`src/rtl/picomem_timer.sv`:
```
// rtl/picomem_timer.sv - PicoMem 32-bit down-counting timer slave (optional capture: PICOMEM_TIMER_CAPTURE_EN)
module picomem_timer #(
  parameter logic [31:0] RESET_RELOAD = 32'hFFFF_FFFF,
  parameter int          PRE_W        = 8
) (
  input  logic        clk,
  input  logic        resetn,
  input  logic        busin_valid,
  input  logic [31:0] busin_addr,
  input  logic [31:0] busin_wdata,
  input  logic [3:0]  busin_wstrb,
  output logic        busin_ready,
  output logic [31:0] busin_rdata,
  output logic        irq
`ifdef PICOMEM_TIMER_CAPTURE_EN
  ,
  input  logic        capt_in
`endif
);

  localparam logic [31:0] BAD_READ = 32'hDEAD_BEEF;

  logic             ctrl_en;
  logic             ctrl_auto;
  logic             ctrl_ie;
  logic [PRE_W-1:0] ctrl_pre;
  logic [31:0]      count;
  logic [31:0]      reload;
  logic             pend;
  logic [PRE_W-1:0] pcnt;

  logic             acc;
  logic             wr_en;
  logic [2:0]       idx;
  logic [31:0]      wmask;
  logic             ctrl_wr;
  logic             count_wr;
  logic             reload_wr;
  logic             status_wr;
  logic             tick;
  logic             timeout;
  logic [PRE_W-1:0] pre_new;
  logic [31:0]      ctrl_img;
  logic [31:0]      rd_mux;
  logic             unused_addr;

  // Only addr[4:2] selects a register; the rest of the address is ignored.
  assign unused_addr = ^{busin_addr[31:5], busin_addr[1:0]};

  assign acc       = busin_valid && !busin_ready;
  assign wr_en     = acc && (busin_wstrb != 4'b0000);
  assign idx       = busin_addr[4:2];
  assign wmask     = {{8{busin_wstrb[3]}}, {8{busin_wstrb[2]}},
                      {8{busin_wstrb[1]}}, {8{busin_wstrb[0]}}};
  assign ctrl_wr   = wr_en && (idx == 3'd0);
  assign count_wr  = wr_en && (idx == 3'd1);
  assign reload_wr = wr_en && (idx == 3'd2);
  assign status_wr = wr_en && (idx == 3'd3);

  assign tick    = ctrl_en && (pcnt == ctrl_pre);
  assign timeout = tick && (count == 32'd0);
  assign irq     = pend && ctrl_ie;

  // Byte-merge the prescaler field; each PRE bit lives in the byte lane (8+i)/8.
  always_comb begin
    pre_new = ctrl_pre;
    for (int i = 0; i < PRE_W; i++) begin
      if (busin_wstrb[(8 + i) / 8]) pre_new[i] = busin_wdata[8 + i];
    end
  end

  // CTRL as seen on the bus; unimplemented bits read 0.
  always_comb begin
    ctrl_img             = 32'd0;
    ctrl_img[0]          = ctrl_en;
    ctrl_img[1]          = ctrl_auto;
    ctrl_img[2]          = ctrl_ie;
    ctrl_img[8 +: PRE_W] = ctrl_pre;
  end

`ifdef PICOMEM_TIMER_CAPTURE_EN
  logic        capt_s1;
  logic        capt_s2;
  logic        capt_s3;
  logic [31:0] capt;

  // Synchronise capt_in and latch COUNT on each synchronised rising edge.
  always_ff @(posedge clk or negedge resetn) begin
    if (!resetn) begin
      capt_s1 <= 1'b0;
      capt_s2 <= 1'b0;
      capt_s3 <= 1'b0;
      capt    <= 32'd0;
    end else begin
      capt_s1 <= capt_in;
      capt_s2 <= capt_s1;
      capt_s3 <= capt_s2;
      if (capt_s2 && !capt_s3) capt <= count;
    end
  end
`endif

  // Read mux; unmapped indices return a recognisable poison value.
  always_comb begin
    rd_mux = BAD_READ;
    case (idx)
      3'd0: rd_mux = ctrl_img;
      3'd1: rd_mux = count;
      3'd2: rd_mux = reload;
      3'd3: rd_mux = {31'd0, pend};
`ifdef PICOMEM_TIMER_CAPTURE_EN
      3'd4: rd_mux = capt;
`endif
      default: rd_mux = BAD_READ;
    endcase
  end

  // Single-pulse ready handshake; rdata captures the pre-write value and holds.
  always_ff @(posedge clk or negedge resetn) begin
    if (!resetn) begin
      busin_ready <= 1'b0;
      busin_rdata <= 32'd0;
    end else begin
      busin_ready <= acc;
      if (acc) busin_rdata <= rd_mux;
    end
  end

  // CTRL fields; a one-shot timeout clears EN unless the bus writes CTRL that cycle.
  always_ff @(posedge clk or negedge resetn) begin
    if (!resetn) begin
      ctrl_en   <= 1'b0;
      ctrl_auto <= 1'b0;
      ctrl_ie   <= 1'b0;
      ctrl_pre  <= '0;
    end else if (ctrl_wr) begin
      if (busin_wstrb[0]) begin
        ctrl_en   <= busin_wdata[0];
        ctrl_auto <= busin_wdata[1];
        ctrl_ie   <= busin_wdata[2];
      end
      ctrl_pre <= pre_new;
    end else if (timeout && !ctrl_auto) begin
      ctrl_en <= 1'b0;
    end
  end

  // Prescaler: counts 0..PRE while enabled, restarts on any CTRL write.
  always_ff @(posedge clk or negedge resetn) begin
    if (!resetn) begin
      pcnt <= '0;
    end else if (!ctrl_en || ctrl_wr || tick) begin
      pcnt <= '0;
    end else begin
      pcnt <= pcnt + 1'b1;
    end
  end

  // COUNT: bus write wins over the tick-driven decrement or reload.
  always_ff @(posedge clk or negedge resetn) begin
    if (!resetn) begin
      count <= RESET_RELOAD;
    end else if (count_wr) begin
      count <= (count & ~wmask) | (busin_wdata & wmask);
    end else if (tick) begin
      if (count != 32'd0) count <= count - 32'd1;
      else if (ctrl_auto) count <= reload;
    end
  end

  // RELOAD: plain byte-writable register.
  always_ff @(posedge clk or negedge resetn) begin
    if (!resetn) begin
      reload <= RESET_RELOAD;
    end else if (reload_wr) begin
      reload <= (reload & ~wmask) | (busin_wdata & wmask);
    end
  end

  // PEND: hardware set beats a same-cycle write-1-to-clear.
  always_ff @(posedge clk or negedge resetn) begin
    if (!resetn) begin
      pend <= 1'b0;
    end else if (timeout) begin
      pend <= 1'b1;
    end else if (status_wr && busin_wstrb[0] && busin_wdata[0]) begin
      pend <= 1'b0;
    end
  end

endmodule

```
`config.mk`:
```
export PLATFORM = sky130hd
export DESIGN_NAME = picomem_timer
export DESIGN_NICKNAME = d
export VERILOG_FILES = /design/src/rtl/picomem_timer.sv
export SDC_FILE = /design/constraint.sdc
export NUM_CORES = 1
export LEC_CHECK = 0
export BUFFER_PORTS_ARGS = -buffer_cell sky130_fd_sc_hd__buf_2
export CAP_MARGIN = 20
export CORE_ASPECT_RATIO = 2
export CORE_UTILIZATION = 55
export CTS_CLUSTER_SIZE = 30
export DETAILED_ROUTE_END_ITERATION = 12
export PLACE_DENSITY_LB_ADDON = 0.05
export SYNTH_ARGS = -nofsm -noshare
export SYNTH_HDL_FRONTEND = slang
export SYNTH_SLANG_ARGS = --single-unit
```
`constraint.sdc`:
```
create_clock -name clk -period 6.27 [get_ports clk]
set_input_delay 0.9405 -clock clk [delete_from_list [all_inputs] [get_ports clk]]
set_output_delay 0.9405 -clock clk [all_outputs]
set_load 0.05 [all_outputs]
```
==> metrics.csv <==
stage,metric,value,unit
cells_and_area,drive_gt1_share,32.2,%
floorplanning,coreArea,11400,µm²
clocking,clk_latency,0.42,ns
clocking,clk_path_buf_depth,2,
clocking,cts_buffers,17,
clocking,post_cts_buffers,0,
power_and_ir_drop,p_leak,0.00323,µW
yosys,synth_compound_area_share,16.8,%
yosys,ys_seq_area_share,46.4,%
yosys,synthCells,663,
yosys,synth_edf_count,0,
place,dp_hpwl,13000,µm
power_and_ir_drop,p_sw_share,36.1,%
yosys,yosys_warnings,0,
power_and_ir_drop,p_clk_share,31.4,%
timing,rsz0062_at_grt,no,
route,route.detailed.drc,0,
route,avgViaCountPerCell,6.58,
floorplanning,die_w,78.7,µm
yosys,ys_types,64,
yosys,synthArstFlopShare,100,%
clocking,htreeDepth,4,
timing,skew,0.00899,ns
route,drt_pre_antenna_iters,6,
route,vias,5756,
clocking,cts_tree,done,
cells_and_area,area_growth,16.3,%
critical_path,cp_cell_sequence,or4_1 > or4_1 > nor4b_4 > buf_4 > nor3_1 > a2111oi_0 > o22a_1,
global_route,grt_pass1_wl,30400,µm
floorplanning,initial_core_util,56.7,%
global_route,antenna_found_initial,0,
power_and_ir_drop,power.internal,2070,µW
yosys,netlist_area,6480,µm²
timing,min_period,3.46,ns
floorplanning,core.rowCount,55,
yosys,ys.flop_type,dfstp_2,
power_and_ir_drop,powerDensity,431,nW/µm²
critical_path,arrival,3.83,ns
timing,setup_viol,0,
place,gp_congestion,0.936,
clocking,path_clk_slew,0.06,ns
yosys,synth_adder_area_share,0.579,%
clocking,ctsResizeCount,0,
critical_path,critPathSlowestCell,nor4b_4,
yosys,syn-num-nets,737,
floorplanning,fp.dieH,155,µm
critical_path,crit_path_max_incr_delay,0.82,ns
yosys,synth_top_family_by_area,simple AND/OR/NAND/NOR gates,
clocking,cts_root_buffer,clkbuf_16,
clocking,hold_buffers,0,
cells_and_area,final_cell_mix,"nor2_1 (94), buf_2 (74), dfstp_2 (64)",
worst_hold_path,hold_path_depth,2,
worst_hold_path,hp-class,register to register,
yosys,synth.ff_latch_count,117,
power_and_ir_drop,combPwrFrac,27.0,%
critical_path,crit_top_cell,or4_1,
timing,drv_slew,0,
timing,max_slew_margin,36.3,%
clocking,clock_sinks,117,
place,place_area,6920,µm²
yosys,synth-simple-area-share,18.6,%
cells_and_area,layout_commonest_cell,nor2_1,
critical_path,reg2regPathDepth,7,
cells_and_area,ff_latch_area,3010,µm²
worst_hold_path,hp-start,busin_rdata[7]$_DFFE_PN0P_,
job,max_cap_viol_count,0,
critical_path,endpoint_kind,register,
global_route,grt_pass1_vias,5884,
floorplanning,ios,105,
place,io_buffers,75,
global_route,grt_start_max_net_pins,64,
yosys,synthMuxAreaShare,9.83,%
worst_hold_path,hold_end,busin_rdata[7]$_DFFE_PN0P_,
cells_and_area,multi_input_area,3260,µm²
cells_and_area,fin_nets,794,
timing,fin_crit_sh,55.2,%
critical_path,critPathKind,register to register,
yosys,synth_area_per_cell,9.77,µm²
power_and_ir_drop,pwr-share-seq,41.6,%
critical_path,worstSetupStartpointType,register,
global_route,overflow,0,
route,totalWireLength,19000,µm
critical_path,reg2reg_slack,2.81,ns
timing,tns,0,ns
yosys,synthXorXnorAreaFrac,4.46,%
power_and_ir_drop,peakVddDrop,0.255,mV
route,drt-wirelength-per-cell,21.7,µm
route,drt-initial-drc-count,481,
floorplanning,die_area,12200,µm²
timing,worst_pin_slew,0.948,ns
power_and_ir_drop,power_switching,1170,µW
route,ant_nets,0,
global_route,grt_util_all_layers,33.0,%
cells_and_area,insertedDiodeCount,0,
timing,max_freq,0.289,GHz
cells_and_area,postLayoutCellArea,7530,µm²
critical_path,path_max_fanout,17,
timing,hold_viol,0,
outcome,status,completed,
critical_path,critical_path_required,6.64,ns
cells_and_area,num-fill-cells,958,
-- worst max-delay path by stage --
stage                    from        to  slack (ns)  cells past startpoint
3_3_place_gp   busin_wstrb[0]  register        2.56                      8
2_1_floorplan  busin_wstrb[0]  register        3.47                      7
5_1_grt              register  register        2.61                      7
3_5_place_dp   busin_wstrb[0]  register        2.53                      8
6_report             register  register        2.81                      7
4_1_cts              register  register        2.82                      7
-- Yosys cell counts (all sizes together) (3+ instances only) --
cell type | count | share of area, %
ha | 3 | 0.58
nor2 | 94 | 5.4
dfrtp | 53 | 20
and2 | 5 | 0.48
a2111oi | 9 | 1.2
nor3 | 20 | 1.6
a211o | 3 | 0.41
nor2b | 3 | 0.29
a21oi | 17 | 1.4
o21a | 4 | 0.46
o21ai | 53 | 4.3
nor4b | 3 | 0.50
or3 | 6 | 0.58
a221oi | 21 | 2.8
nand4 | 6 | 0.58
and3 | 11 | 1.1
mux2i | 13 | 2.0
a2bb2oi | 10 | 1.4
xor2 | 21 | 2.8
nand2 | 47 | 2.8
a211oi | 4 | 0.46
clkbuf | 35 | 2.0
a31oi | 13 | 1.3
o211ai | 3 | 0.50
mux2 | 43 | 7.5
o22a | 6 | 0.81
or4 | 10 | 1.2
nor4 | 12 | 1.2
inv | 6 | 0.35
xnor2 | 12 | 1.6
nand3 | 16 | 1.2
buf | 11 | 0.97
dfstp | 64 | 26
-- critical path, delay by kind of cell (launching register included) --
family | cells | cell delay (ns)
buffers and inverters | 1 | 0.39
AOI/OAI and AO/OA | 2 | 0.57
and+or+nand+nor | 4 | 2.06
DFF | 1 | 0.39
-- final cells by class --
| type | count | area share (%) |
|---|---|---|
| Clock buffer | 17 | 5.65 |
| Timing Repair Buffer | 84 | 5.91 |
| Multi-Input combinational cell | 494 | 43.3 |
| Inverter | 6 | 0.299 |
| Tap cell | 142 | 2.36 |
| Clock inverter | 15 | 2.56 |
| Sequential cell | 117 | 39.9 |
-- power by group through the flow --
stage / sequential [µW] / combinational, µW / clock (µW)
after global routing: 1380 / 955 / 1070
after global placement: 1340 / 834 / 0
after floorplan: 1350 / 593 / 0
after detailed placement: 1350 / 860 / 0
after CTS: 1340 / 870 / 1030
final: 1350 / 876 / 1020
-- metrics by stage --
stage | utilization (%) | std cells | power, µW | worst slack (ns) | hold WS (ns)
global route | 66.0 | 875 | 3400 | 2.61 | 0.510
global placement | 60.5 | 843 | 2170 | 2.56 | 0.456
finish | 66.0 | 875 | 3250 | 2.81 | 0.475
floorplan | - | 663 | 1940 | 3.47 | 0.466
detailed placement | 60.5 | 843 | 2210 | 2.53 | 0.469
CTS | 66.0 | 875 | 3240 | 2.82 | 0.481
-- logic make-up (layout without fill, tap and decap cells) --
group	Yosys count	count (layout)
compound gates	156	156
xor+xnor	33	33
fa+ha+maj	3	3
buf+inv	52	122
flops	117	117
mux	57	57
simple gates	245	245
-- per-layer routing --
layer  track usage, %  wire, µm  vias to the layer above
li1                 -         -                     2561
met1             37.6      6950                     2812
met3             7.10      1360                       89
met2             56.1      9650                      294
met5                0         0                        -
met4             18.6      1060                        0
Power figures use the tool's default switching activity.
